==> src/rtl/bank_pkg.sv <==
// Shared teller/dispatcher state encodings and queue event codes for the bank slice.
// Pure declarations: no latency, no backpressure.
package bank_pkg;

   localparam int MAX_TELLERS = 3;

   typedef enum logic [1:0] {
      OFF     = 2'd0,
      FREE    = 2'd1,
      CALLING = 2'd2,
      SERVING = 2'd3
   } teller_state_t;

   typedef enum logic [1:0] {
      D_IDLE  = 2'd0,
      D_CALL  = 2'd1,
      D_GUARD = 2'd2
   } disp_state_t;

   typedef enum logic [1:0] {
      Q_IDLE    = 2'd0,
      Q_COMING  = 2'd1,
      Q_LEAVING = 2'd2
   } queue_ev_t;

   // Teller index 'step' positions after 'base', wrapping over the three windows.
   function automatic logic [1:0] rr_next(input logic [1:0] base, input int step);
      int s;
      s = (int'(base) + step) % MAX_TELLERS;
      return s[1:0];
   endfunction

endpackage

==> src/rtl/teller_scheduler_if.sv <==
// Queue/teller-window bundle seen by the scheduler: master drives the stimulus side,
// slave is the scheduler; no latency, pulses and levels only (no backpressure).
interface teller_scheduler_if #(
   parameter int n = 3
);
   logic [n:0] Pcount;
   logic       emptyFlag;
   logic [2:0] tellerOn;
   logic [2:0] tellerDone;
   logic [2:0] custAck;
   logic [1:0] Tcount;
   logic       callValid;
   logic [1:0] callTeller;
   logic       leaveN;
   logic [2:0] busy;
   logic [7:0] noShowCount;

   modport master (
      output Pcount, emptyFlag, tellerOn, tellerDone, custAck,
      input  Tcount, callValid, callTeller, leaveN, busy, noShowCount
   );

   modport slave (
      input  Pcount, emptyFlag, tellerOn, tellerDone, custAck,
      output Tcount, callValid, callTeller, leaveN, busy, noShowCount
   );
endinterface

==> src/rtl/teller_scheduler_teller_fsm.sv <==
// One teller window's duty/serving state; every event lands at the next edge (1 cycle).
// No backpressure: off-duty overrides all events, stray done/ack pulses are dropped.
module teller_fsm
   import bank_pkg::*;
(
   input  logic          clock,
   input  logic          reset,
   input  logic          on,
   input  logic          grant,
   input  logic          ack,
   input  logic          timeout,
   input  logic          done,
   output teller_state_t state,
   output logic          free,
   output logic          busy
);

   teller_state_t state_d;

   always_ff @(posedge clock or negedge reset) begin
      if (!reset) state <= OFF;
      else        state <= state_d;
   end

   always_comb begin
      state_d = state;
      if (!on) begin
         state_d = OFF;
      end else begin
         case (state)
            OFF:     state_d = FREE;
            FREE:    if (grant) state_d = CALLING;
            CALLING: begin
               // An ack in the timeout cycle still counts as served.
               if (ack)          state_d = SERVING;
               else if (timeout) state_d = FREE;
            end
            SERVING: if (done) state_d = FREE;
            default: state_d = OFF;
         endcase
      end
   end

   assign free = (state == FREE);
   assign busy = (state == SERVING);

endmodule

==> src/rtl/teller_scheduler.sv <==
// Calls the head customer to a free teller round-robin and pulses leaveN on serve/no-show.
// Call visible 1 cycle after grant condition; no backpressure, GUARD hold-off after each leave.
module teller_scheduler
   import bank_pkg::*;
#(
   parameter int n            = 3,
   parameter int CALL_TIMEOUT = 15,
   parameter int GUARD        = 4
) (
   input  logic              reset,
   input  logic              clock,
   teller_scheduler_if.slave bus
);

   localparam int TW = $clog2(CALL_TIMEOUT);
   localparam int GW = $clog2(GUARD + 1);
   localparam logic [TW-1:0] TIMER_LAST = TW'(CALL_TIMEOUT - 1);
   localparam logic [GW-1:0] GUARD_LAST = GW'(GUARD - 1);

   teller_state_t t_state [MAX_TELLERS];
   logic [2:0]    t_free, t_busy, t_grant, t_timeout;
   logic [2:0]    eligible, calling_vec;

   disp_state_t   d_state, d_next;
   logic [1:0]    last_grant, last_grant_d;
   logic [1:0]    grant_idx, grant_idx_d;
   logic [TW-1:0] timer, timer_d;
   logic [GW-1:0] guard_cnt, guard_cnt_d;
   logic [7:0]    noshow, noshow_d;
   logic          leave_d, leave_n;
   logic [1:0]    tcount;
   logic [1:0]    pick, cand;
   logic          pick_vld;
   logic          queue_ready;

   for (genvar i = 0; i < MAX_TELLERS; i++) begin : g_teller
      teller_fsm u_teller (
         .clock   (clock),
         .reset   (reset),
         .on      (bus.tellerOn[i]),
         .grant   (t_grant[i]),
         .ack     (bus.custAck[i]),
         .timeout (t_timeout[i]),
         .done    (bus.tellerDone[i]),
         .state   (t_state[i]),
         .free    (t_free[i]),
         .busy    (t_busy[i])
      );
      assign calling_vec[i] = (t_state[i] == CALLING);
   end

   // A teller dropping duty this cycle must not be granted.
   assign eligible    = t_free & bus.tellerOn;
   assign queue_ready = !bus.emptyFlag && (bus.Pcount != {(n+1){1'b0}});

   always_comb begin
      pick_vld = 1'b0;
      pick     = 2'd0;
      cand     = 2'd0;
      for (int k = 1; k <= MAX_TELLERS; k++) begin
         cand = rr_next(last_grant, k);
         if (!pick_vld && eligible[cand]) begin
            pick_vld = 1'b1;
            pick     = cand;
         end
      end
   end

   always_comb begin
      d_next       = d_state;
      last_grant_d = last_grant;
      grant_idx_d  = grant_idx;
      timer_d      = timer;
      guard_cnt_d  = guard_cnt;
      noshow_d     = noshow;
      leave_d      = 1'b0;
      t_grant      = 3'b000;
      t_timeout    = 3'b000;
      case (d_state)
         D_IDLE: begin
            if (queue_ready && pick_vld) begin
               t_grant      = 3'b001 << pick;
               grant_idx_d  = pick;
               last_grant_d = pick;
               timer_d      = '0;
               d_next       = D_CALL;
            end
         end
         D_CALL: begin
            if (!bus.tellerOn[grant_idx]) begin
               d_next = D_IDLE;
            end else if (bus.custAck[grant_idx]) begin
               leave_d     = 1'b1;
               guard_cnt_d = '0;
               d_next      = D_GUARD;
            end else if (timer == TIMER_LAST) begin
               // No-show: the head customer is still taken off the queue.
               leave_d     = 1'b1;
               t_timeout   = 3'b001 << grant_idx;
               guard_cnt_d = '0;
               d_next      = D_GUARD;
               if (noshow != 8'hFF) noshow_d = noshow + 8'd1;
            end else begin
               timer_d = timer + TW'(1);
            end
         end
         D_GUARD: begin
            if (guard_cnt == GUARD_LAST) d_next = D_IDLE;
            else                         guard_cnt_d = guard_cnt + GW'(1);
         end
         default: d_next = D_IDLE;
      endcase
   end

   always_ff @(posedge clock or negedge reset) begin
      if (!reset) begin
         d_state    <= D_IDLE;
         last_grant <= 2'd2;
         grant_idx  <= 2'd0;
         timer      <= '0;
         guard_cnt  <= '0;
         noshow     <= 8'd0;
         leave_n    <= 1'b1;
         tcount     <= 2'd0;
      end else begin
         d_state    <= d_next;
         last_grant <= last_grant_d;
         grant_idx  <= grant_idx_d;
         timer      <= timer_d;
         guard_cnt  <= guard_cnt_d;
         noshow     <= noshow_d;
         leave_n    <= !leave_d;
         tcount     <= {1'b0, bus.tellerOn[0]} + {1'b0, bus.tellerOn[1]} + {1'b0, bus.tellerOn[2]};
      end
   end

   assign bus.Tcount      = tcount;
   assign bus.callValid   = (d_state == D_CALL);
   assign bus.callTeller  = (d_state == D_CALL) ? grant_idx + 2'd1 : 2'd0;
   assign bus.leaveN      = leave_n;
   assign bus.busy        = t_busy;
   assign bus.noShowCount = noshow;

   a_single_calling: assert property (@(posedge clock) disable iff (!reset) $onehot0(calling_vec));

endmodule

==> src/flat_wrapper.sv <==
// flat-port wrapper written by rule: the top's interface ports become plain ports
module teller_scheduler_flat import bank_pkg::*;
#(
   parameter int n            = 3,
   parameter int CALL_TIMEOUT = 15,
   parameter int GUARD        = 4
)
  (reset, clock, bus_Pcount, bus_emptyFlag, bus_tellerOn, bus_tellerDone, bus_custAck, bus_Tcount, bus_callValid, bus_callTeller, bus_leaveN, bus_busy, bus_noShowCount);
  teller_scheduler_if #(.n(n)) bus_i ();
  input  logic reset;
  input  logic clock;
  input wire logic [$bits(bus_i.Pcount)-1:0] bus_Pcount;
  input wire logic [$bits(bus_i.emptyFlag)-1:0] bus_emptyFlag;
  input wire logic [$bits(bus_i.tellerOn)-1:0] bus_tellerOn;
  input wire logic [$bits(bus_i.tellerDone)-1:0] bus_tellerDone;
  input wire logic [$bits(bus_i.custAck)-1:0] bus_custAck;
  output wire logic [$bits(bus_i.Tcount)-1:0] bus_Tcount;
  output wire logic [$bits(bus_i.callValid)-1:0] bus_callValid;
  output wire logic [$bits(bus_i.callTeller)-1:0] bus_callTeller;
  output wire logic [$bits(bus_i.leaveN)-1:0] bus_leaveN;
  output wire logic [$bits(bus_i.busy)-1:0] bus_busy;
  output wire logic [$bits(bus_i.noShowCount)-1:0] bus_noShowCount;
  assign bus_i.Pcount = bus_Pcount;
  assign bus_i.emptyFlag = bus_emptyFlag;
  assign bus_i.tellerOn = bus_tellerOn;
  assign bus_i.tellerDone = bus_tellerDone;
  assign bus_i.custAck = bus_custAck;
  assign bus_Tcount = bus_i.Tcount;
  assign bus_callValid = bus_i.callValid;
  assign bus_callTeller = bus_i.callTeller;
  assign bus_leaveN = bus_i.leaveN;
  assign bus_busy = bus_i.busy;
  assign bus_noShowCount = bus_i.noShowCount;
  teller_scheduler #(.n(n), .CALL_TIMEOUT(CALL_TIMEOUT), .GUARD(GUARD)) u_core (.reset(reset), .clock(clock), .bus(bus_i));
endmodule
==> config.mk <==
export PLATFORM = sky130hd
export DESIGN_NAME = teller_scheduler_flat
export DESIGN_NICKNAME = d
export VERILOG_FILES = /design/src/rtl/bank_pkg.sv /design/src/rtl/teller_scheduler_if.sv /design/src/rtl/teller_scheduler_teller_fsm.sv /design/src/rtl/teller_scheduler.sv /design/src/flat_wrapper.sv
export SDC_FILE = /design/constraint.sdc
export NUM_CORES = 1
export LEC_CHECK = 0
export CORE_ASPECT_RATIO = 1.4
export CORE_MARGIN = 2
export CORE_UTILIZATION = 53
export DETAILED_ROUTE_END_ITERATION = 8
export GPL_ROUTABILITY_DRIVEN = 0
export PLACE_DENSITY = 0.8
export SLEW_MARGIN = 20
export SYNTH_ARGS = -nofsm -noshare
export SYNTH_HDL_FRONTEND = slang
export SYNTH_SLANG_ARGS = --single-unit
==> constraint.sdc <==
create_clock -name clock -period 3.2 [get_ports clock]
set_input_delay 0.32 -clock clock [delete_from_list [all_inputs] [get_ports clock]]
set_output_delay 0.32 -clock clock [all_outputs]
set_load 0.1 [all_outputs]
==> After elaboration in Yosys (flattened, before gate mapping) <==
Index checks and enable logic that the tools add are counted.
{ "op_classes": {"add_sub_neg": 9, "shifts": 2, "n_lt_le_gt_ge": 4, "bitwise": 2, "n_div": 3, "n_mux": 61, "mul": 0, "eq_ne": 31, "reduce_logical": 23} }
{ "op_table": {"columns": ["operator", "n"], "rows": [
  ["$mod A32 B3 Y32 const B", 3],
  ["$mux W2", 24],
  ["$mux W3", 10],
  ["$pmux W2 S4", 3],
  ["$mux W4", 4],
  ["$eq A2 B2 Y1 const B", 7],
  ["$lt A2 B3 Y1 const B", 4],
  ["$mux W1", 12],
  ["$ne A4 B3 Y1 const B", 3],
  ["$reduce_and A3 Y1", 4],
  ["$bmux W1 S2", 5],
  ["$reduce_and A5 Y1", 2],
  ["$ne A3 B2 Y1 const B", 3],
  ["$ne A3 B3 Y1 const B", 3],
  ["$add A8 B1 Y8 const B", 1],
  ["$eq A2 B1 Y1 const B", 4],
  ["$logic_not A2 Y1", 4],
  ["$ne A8 B8 Y1 const B", 1],
  ["$pmux W4 S2", 1],
  ["$add A2 B2 Y3 const B", 2],
  ["$ne A2 B1 Y1 const B", 3],
  ["$ne A2 B2 Y1 const B", 3],
  ["$pmux W2 S3", 1],
  ["$pmux W3 S2", 1],
  ["other kinds (19)", 27]
]} }
{ "totals": {"elab_cells": 146, "latchBits": 0, "output_inout_bits": 17, "input_bits": 16, "romBits": 0, "ff_bits": 30, "ram_bits": 0, "n_memories": 0} }

==> Longest topological paths before layout <==
{ "logic_depth": {"depth_word": 17, "depth_mapped": 9, "mapped_depth_nobuf": 8} }

==> By module <==
A second synthesis with hierarchy kept.
{ "hier_totals": {"cells_unflattened": 204, "area_unflattened_um2": 2026.9} }
{ "modules_own_cells": {"columns": ["module", "area_per_inst_um2", "cells_each", "instances", "seq_area_each_um2"], "rows": [
  ["teller_scheduler", 1463.9, 147, 1, 578.1],
  ["teller_fsm", 187.7, 19, 3, 50.0]
]} }

==> Worst setup path before layout <==
OpenSTA, ideal clock, no wires.
{ "synth_timing": {"path_kind": "reg2reg", "from": "register u_core.d_state[1]", "to": "register u_core.g_teller[0].u_teller.state[1]", "stages_incl_launch_ff": 6, "t_required_ns": 3.096, "n_path_buf": 0, "arrival_ns": 3.181, "synth_period_minus_slack_ns": 3.285, "setup_time_ns": 0.104, "path_slack_ns": -0.085, "path_cell_list": "dfrtp_1 > nor2b_1 > a22oi_2 > o311ai_1 > or4b_1 > o311ai_1"} }
{ "synth_via": {"elab_chain_cells": 4, "elab_cells_between_ends": 7, "classes_between": "3 x eq/ne; 2 x mux; 2 x reduce/logical"} }
{ "synth_rtl": {"columns": ["element", "line_no", "rtl"], "rows": [
  ["start: declaration", "teller_scheduler.sv:24", "disp_state_t d_state, d_next;"],
  ["start signal: assignment", "teller_scheduler.sv:126", "d_state <= d_next;"],
  ["$eq A2 B1 Y1", null, null],
  ["net bus_callValid", "flat_wrapper.sv:18", "output wire logic [$bits(bus_i.callValid)-1:0] bus_callValid;"],
  ["$mux W3", "teller_scheduler.sv:79", "case (d_state)"],
  ["$ne A4 B3 Y1 (no source line)", null, null],
  ["$reduce_and A3 Y1 (no source line)", null, null],
  ["end signal: assignment", "teller_scheduler_teller_fsm.sv:22", "else state <= state_d;"],
  ["end: declaration", "teller_scheduler_teller_fsm.sv:13", "output teller_state_t state,"]
]} }
The timed path passes the listed nets, and every way through them passes these cells.
A chain may end at the register's enable or synchronous reset.

==> Final worst setup path <==
{ "layout_timing": {"from": "register u_core.grant_idx[0]", "to": "register u_core.g_teller[0].u_teller.state[1]"} }
{ "layout_via": {"elab_chain_cells": 7, "elab_cells_between_ends": 11, "classes_between": "1 x eq/ne; 1 x shift; 8 x mux; 1 x reduce/logical"} }
{ "layout_rtl": {"columns": ["element", "line_no", "rtl"], "rows": [
  ["start: declaration", "teller_scheduler.sv:26", "logic [1:0] grant_idx, grant_idx_d;"],
  ["start signal: assignment", "teller_scheduler.sv:128", "grant_idx <= grant_idx_d;"],
  ["$bmux W1 S2 or $shl A1 B2 Y3 (tied branches)", "teller_scheduler.sv:92, teller_scheduler.sv:99", null],
  ["$mux W1 (not written as such) or $mux W3 (tied branches)", "teller_scheduler.sv:92, teller_scheduler.sv:96", null],
  ["$mux W3", "teller_scheduler.sv:92", "end else if (bus.custAck[grant_idx]) begin"],
  ["$mux W3 (*)", "teller_scheduler.sv:90", "if (!bus.tellerOn[grant_idx]) begin"],
  ["$mux W3 (*)", "teller_scheduler.sv:79", null],
  ["$ne A4 B3 Y1 (no source line) (*)", null, null],
  ["$reduce_and A3 Y1 (no source line) (*)", null, null]
]} }
Mark *: on every way between the ends. The rest lies on a longest branch, timed or not. The select of a mux whose other input is x is not followed.

==> flow_summary.yaml <==
route:
  dr.pass1.iters: 4
  route.vias.total: 1572
  routed_via_density: 5.63
  drtIter0Drc: 34
  ant_nets: 0
  drcViolationCount: 0
  routed_wl_um: 4000
  routedWlPerCell_um: 14.3
power_and_ir_drop:
  vdd_drop_max_uv: 506
  powerDensity_mw_per_mm2: 751
  finalPower_w: 0.00182
  power_leakage_nw: 1.11
cells_and_area:
  drive_above_1_share_pct: 12.2
  nNetsFinal: 276
  final.fill_count: 287
  num_antenna_cells: 0
  seq_area_sq_um: 728
  syn2layout_area_growth_pct: 23.5
  multi_input_area_sq_mm: 0.00115
sta:
  fin_skew_ns: 0.00571
  min_period_ns: 2.68
  rsz0062_at_grt: "no"
  fmax_mhz: 372
  final-hold-violation-count: 0
  relSlewSlack_pct: 35.1
  setup_viol_count_final: 0
  slew_viol_final: 0
  final.period_utilization_pct: 83.9
  tns_ns: 0
  worst_slew_pin_slew_ns: 0.970
worst_setup_path:
  arrival_ns: 2.86
  crit_end: "u_core.g_teller[0].u_teller.state[1]$_DFFE_PN0P_"
  crit_type: "flop to flop"
  critPathSlowestCell: "or4b_1"
  cp.required_ns: 3.38
  cp_cell_sequence: "inv_1 > ha_1 > and2_1 > o32ai_4 > nor2_2 > or3_4 > or4b_1 > o311ai_1"
  crit_start: "u_core.grant_idx[0]$_DFFE_PN0P_"
  critPathLaunchType: "flop"
  critPathMaxStageDelay_ns: 0.51
  r2r_end: "u_core.g_teller[0].u_teller.state[1]$_DFFE_PN0P_"
  end_kind: "flop"
  reg2reg_slack_ns: 0.52
  reg2reg_from: "u_core.grant_idx[0]$_DFFE_PN0P_"
  rr_worst_depth: 8
  path_max_fanout: 9
cts:
  cts_buffer_depth: 2
  cts_max_level: 2
  tritoncts: "yes"
  cts-resized-gates: 0
  clkLatencyLatePin_ns: 0.28
  root_buffer: "clkbuf_8"
  cts.sinks: 29
  cts_made_buffers: 5
  clk_pin_slew_worst_paths_ns: 0.07
  post_cts.repair.setup_buffers: 0
  cts_hold_buf: 0
floorplan:
  dieArea_sq_mm: 0.00422
  io_pins: 33
  die_h_um: 76.0
  die_x_um: 55.5
  rows: 26
  core_area_sq_mm: 0.00361
  initial_utilization_pct: 54.4
outcome:
  status: "completed"
logic_synthesis:
  synth_top_area_cell: "dfrtp_1"
  synth-main-ff-cell: "dfrtp_1"
  synthCells: 200
  synth_top_cell_area_share_pct: 34.4
  async_flop_share_pct: 100
  yosysUniqueCellTypes: 52
  yosys-top-cells-area: "dfrtp_1 (34%), ha_1 (15%), inv_1 (3.1%)"
  ys_seq_area_share_pct: 37.1
  ys_ff_latch: 29
  avgSynthCellArea_sq_um: 9.82
  netlist_area_sq_mm: 0.00196
  synth_edf_count: 0
  synth_nets: 240
  synth_warnings: 0
min_path:
  hp-class: "input port to async pin"
run:
  cap_violations: 0
grt:
  grt_pass1_wl_um: 6860
  first_global_vias: 1559
  grt_max_degree: 30
  grt-ovfl-total: 0
  antenna_found_initial: 0
  grt_usage_pct: 20.4
place:
  portBuffers: 32
  dp_hpwl_um: 3100
==> cells by family (layout without fill, tap and decap cells) <==
kind of cell / after synthesis / count (layout) / share of synthesized area, %
and+or+nand+nor: 73 / 73 / 21.7
AOI/OAI and AO/OA: 38 / 38 / 13.7
DFF: 29 / 29 / 37.1
adders and majority gates: 24 / 24 / 15.7
buffers and inverters: 21 / 58 / 4.59
xor gates and xnor gates: 8 / 8 / 3.57
muxes: 7 / 7 / 3.69
==> per-layer routing <==
| layer | wire length, um | GRT usage, % |
|---|---|---|
| met2 | 2030 | 35.1 |
| met5 | 0 | 0 |
| met3 | 192 | 5.60 |
| met1 | 1620 | 22.4 |
| met4 | 155 | 11.2 |
==> state kept, by name (all words and copies together) (netlist names) <==
register and cells:
u_core.bus.noShowCount 8, u_core.g_teller.u_teller.state 6, u_core.timer 4, u_core.guard_cnt 3, u_core.bus.Tcount 2, u_core.d_state 2
u_core.grant_idx 2, u_core.bus.leaveN 1, u_core.last_grant 1
==> power by group <==
part	leakage, nW	internal [W]	switching, W	total (W)
Combinational	0.668	0.000339	0.000537	0.000876
Clock	0.0585	0.000254	0.000139	0.000392
Sequential	0.380	0.000458	0.0000964	0.000555
==> metrics by stage <==
step	setup slack, ns	cells	hold slack, ns	utilization [%]	instance area (sq um)
final	0.515	279	0.428	67.2	2430
after global routing	0.387	279	0.463	67.2	2430
after CTS	0.525	279	0.452	67.2	2430
after detailed placement	0.542	271	0.481	64.0	2310
after global placement	0.591	271	0.468	64.0	2310
after floorplan	0.0889	200	0.0244	-	1970
==> layout make-up <==
type	count	area share, %
inverters	16	2.48
multi-input cells	150	47.3
well taps	42	2.17
clock buffers	7	3.56
flip-flops and latches	29	30.0
clock inverters	1	1.24
repair buffers	34	13.2
==> worst min-delay path by stage <==
stage | slack (ns) | end | cells after the start | from
6_report | 0.43 | u_core.g_teller[1].u_teller.state[0]$_DFFE_PN0P_ | 2 | reset
5_1_grt | 0.46 | u_core.g_teller[1].u_teller.state[0]$_DFFE_PN0P_ | 2 | reset
4_1_cts | 0.45 | u_core.g_teller[1].u_teller.state[0]$_DFFE_PN0P_ | 2 | reset
3_5_place_dp | 0.48 | u_core.guard_cnt[1]$_DFFE_PN0P_ | 2 | u_core.guard_cnt[1]$_DFFE_PN0P_
3_3_place_gp | 0.47 | u_core.guard_cnt[1]$_DFFE_PN0P_ | 2 | u_core.guard_cnt[1]$_DFFE_PN0P_
2_1_floorplan | 0.02 | u_core.bus.Tcount[0]$_DFF_PN0_ | 0 | reset
==> synth_stat cells (3+ instances only) <==
library cell and number:
nand4_1 3, xor2_1 3, nor3_1 4, nand3b_1 5, nand2b_1 3, o21ai_0 8
xnor2_1 5, buf_4 3, nand2_1 12, dfrtp_1 27, nor2_1 10, a21oi_1 11
inv_1 16, nand3_1 5, mux2i_1 5, ha_1 23, and2_1 6, or3b_2 4
nor2b_1 5
==> critical path, delay by kind of cell (launching register included) <==
kind	cells	cell delay (ns)
buffers and inverters	1	0.14
adders and majority gates	1	0.39
DFF	1	0.50
AOI/OAI and AO/OA	2	0.41
and+or+nand+nor	4	1.14
==> cell usage in the layout (no fill, tap or decap), types with 8 or more instances in the layout <==
master            n
a21oi_1          11
inv_1            16
o21ai_0           8
nor2_1           10
ha_1             23
buf_4             8
nand2_1          12
dfrtp_1          27
clkdlybuf4s50_1  26
(Power assumes the default switching activity.)
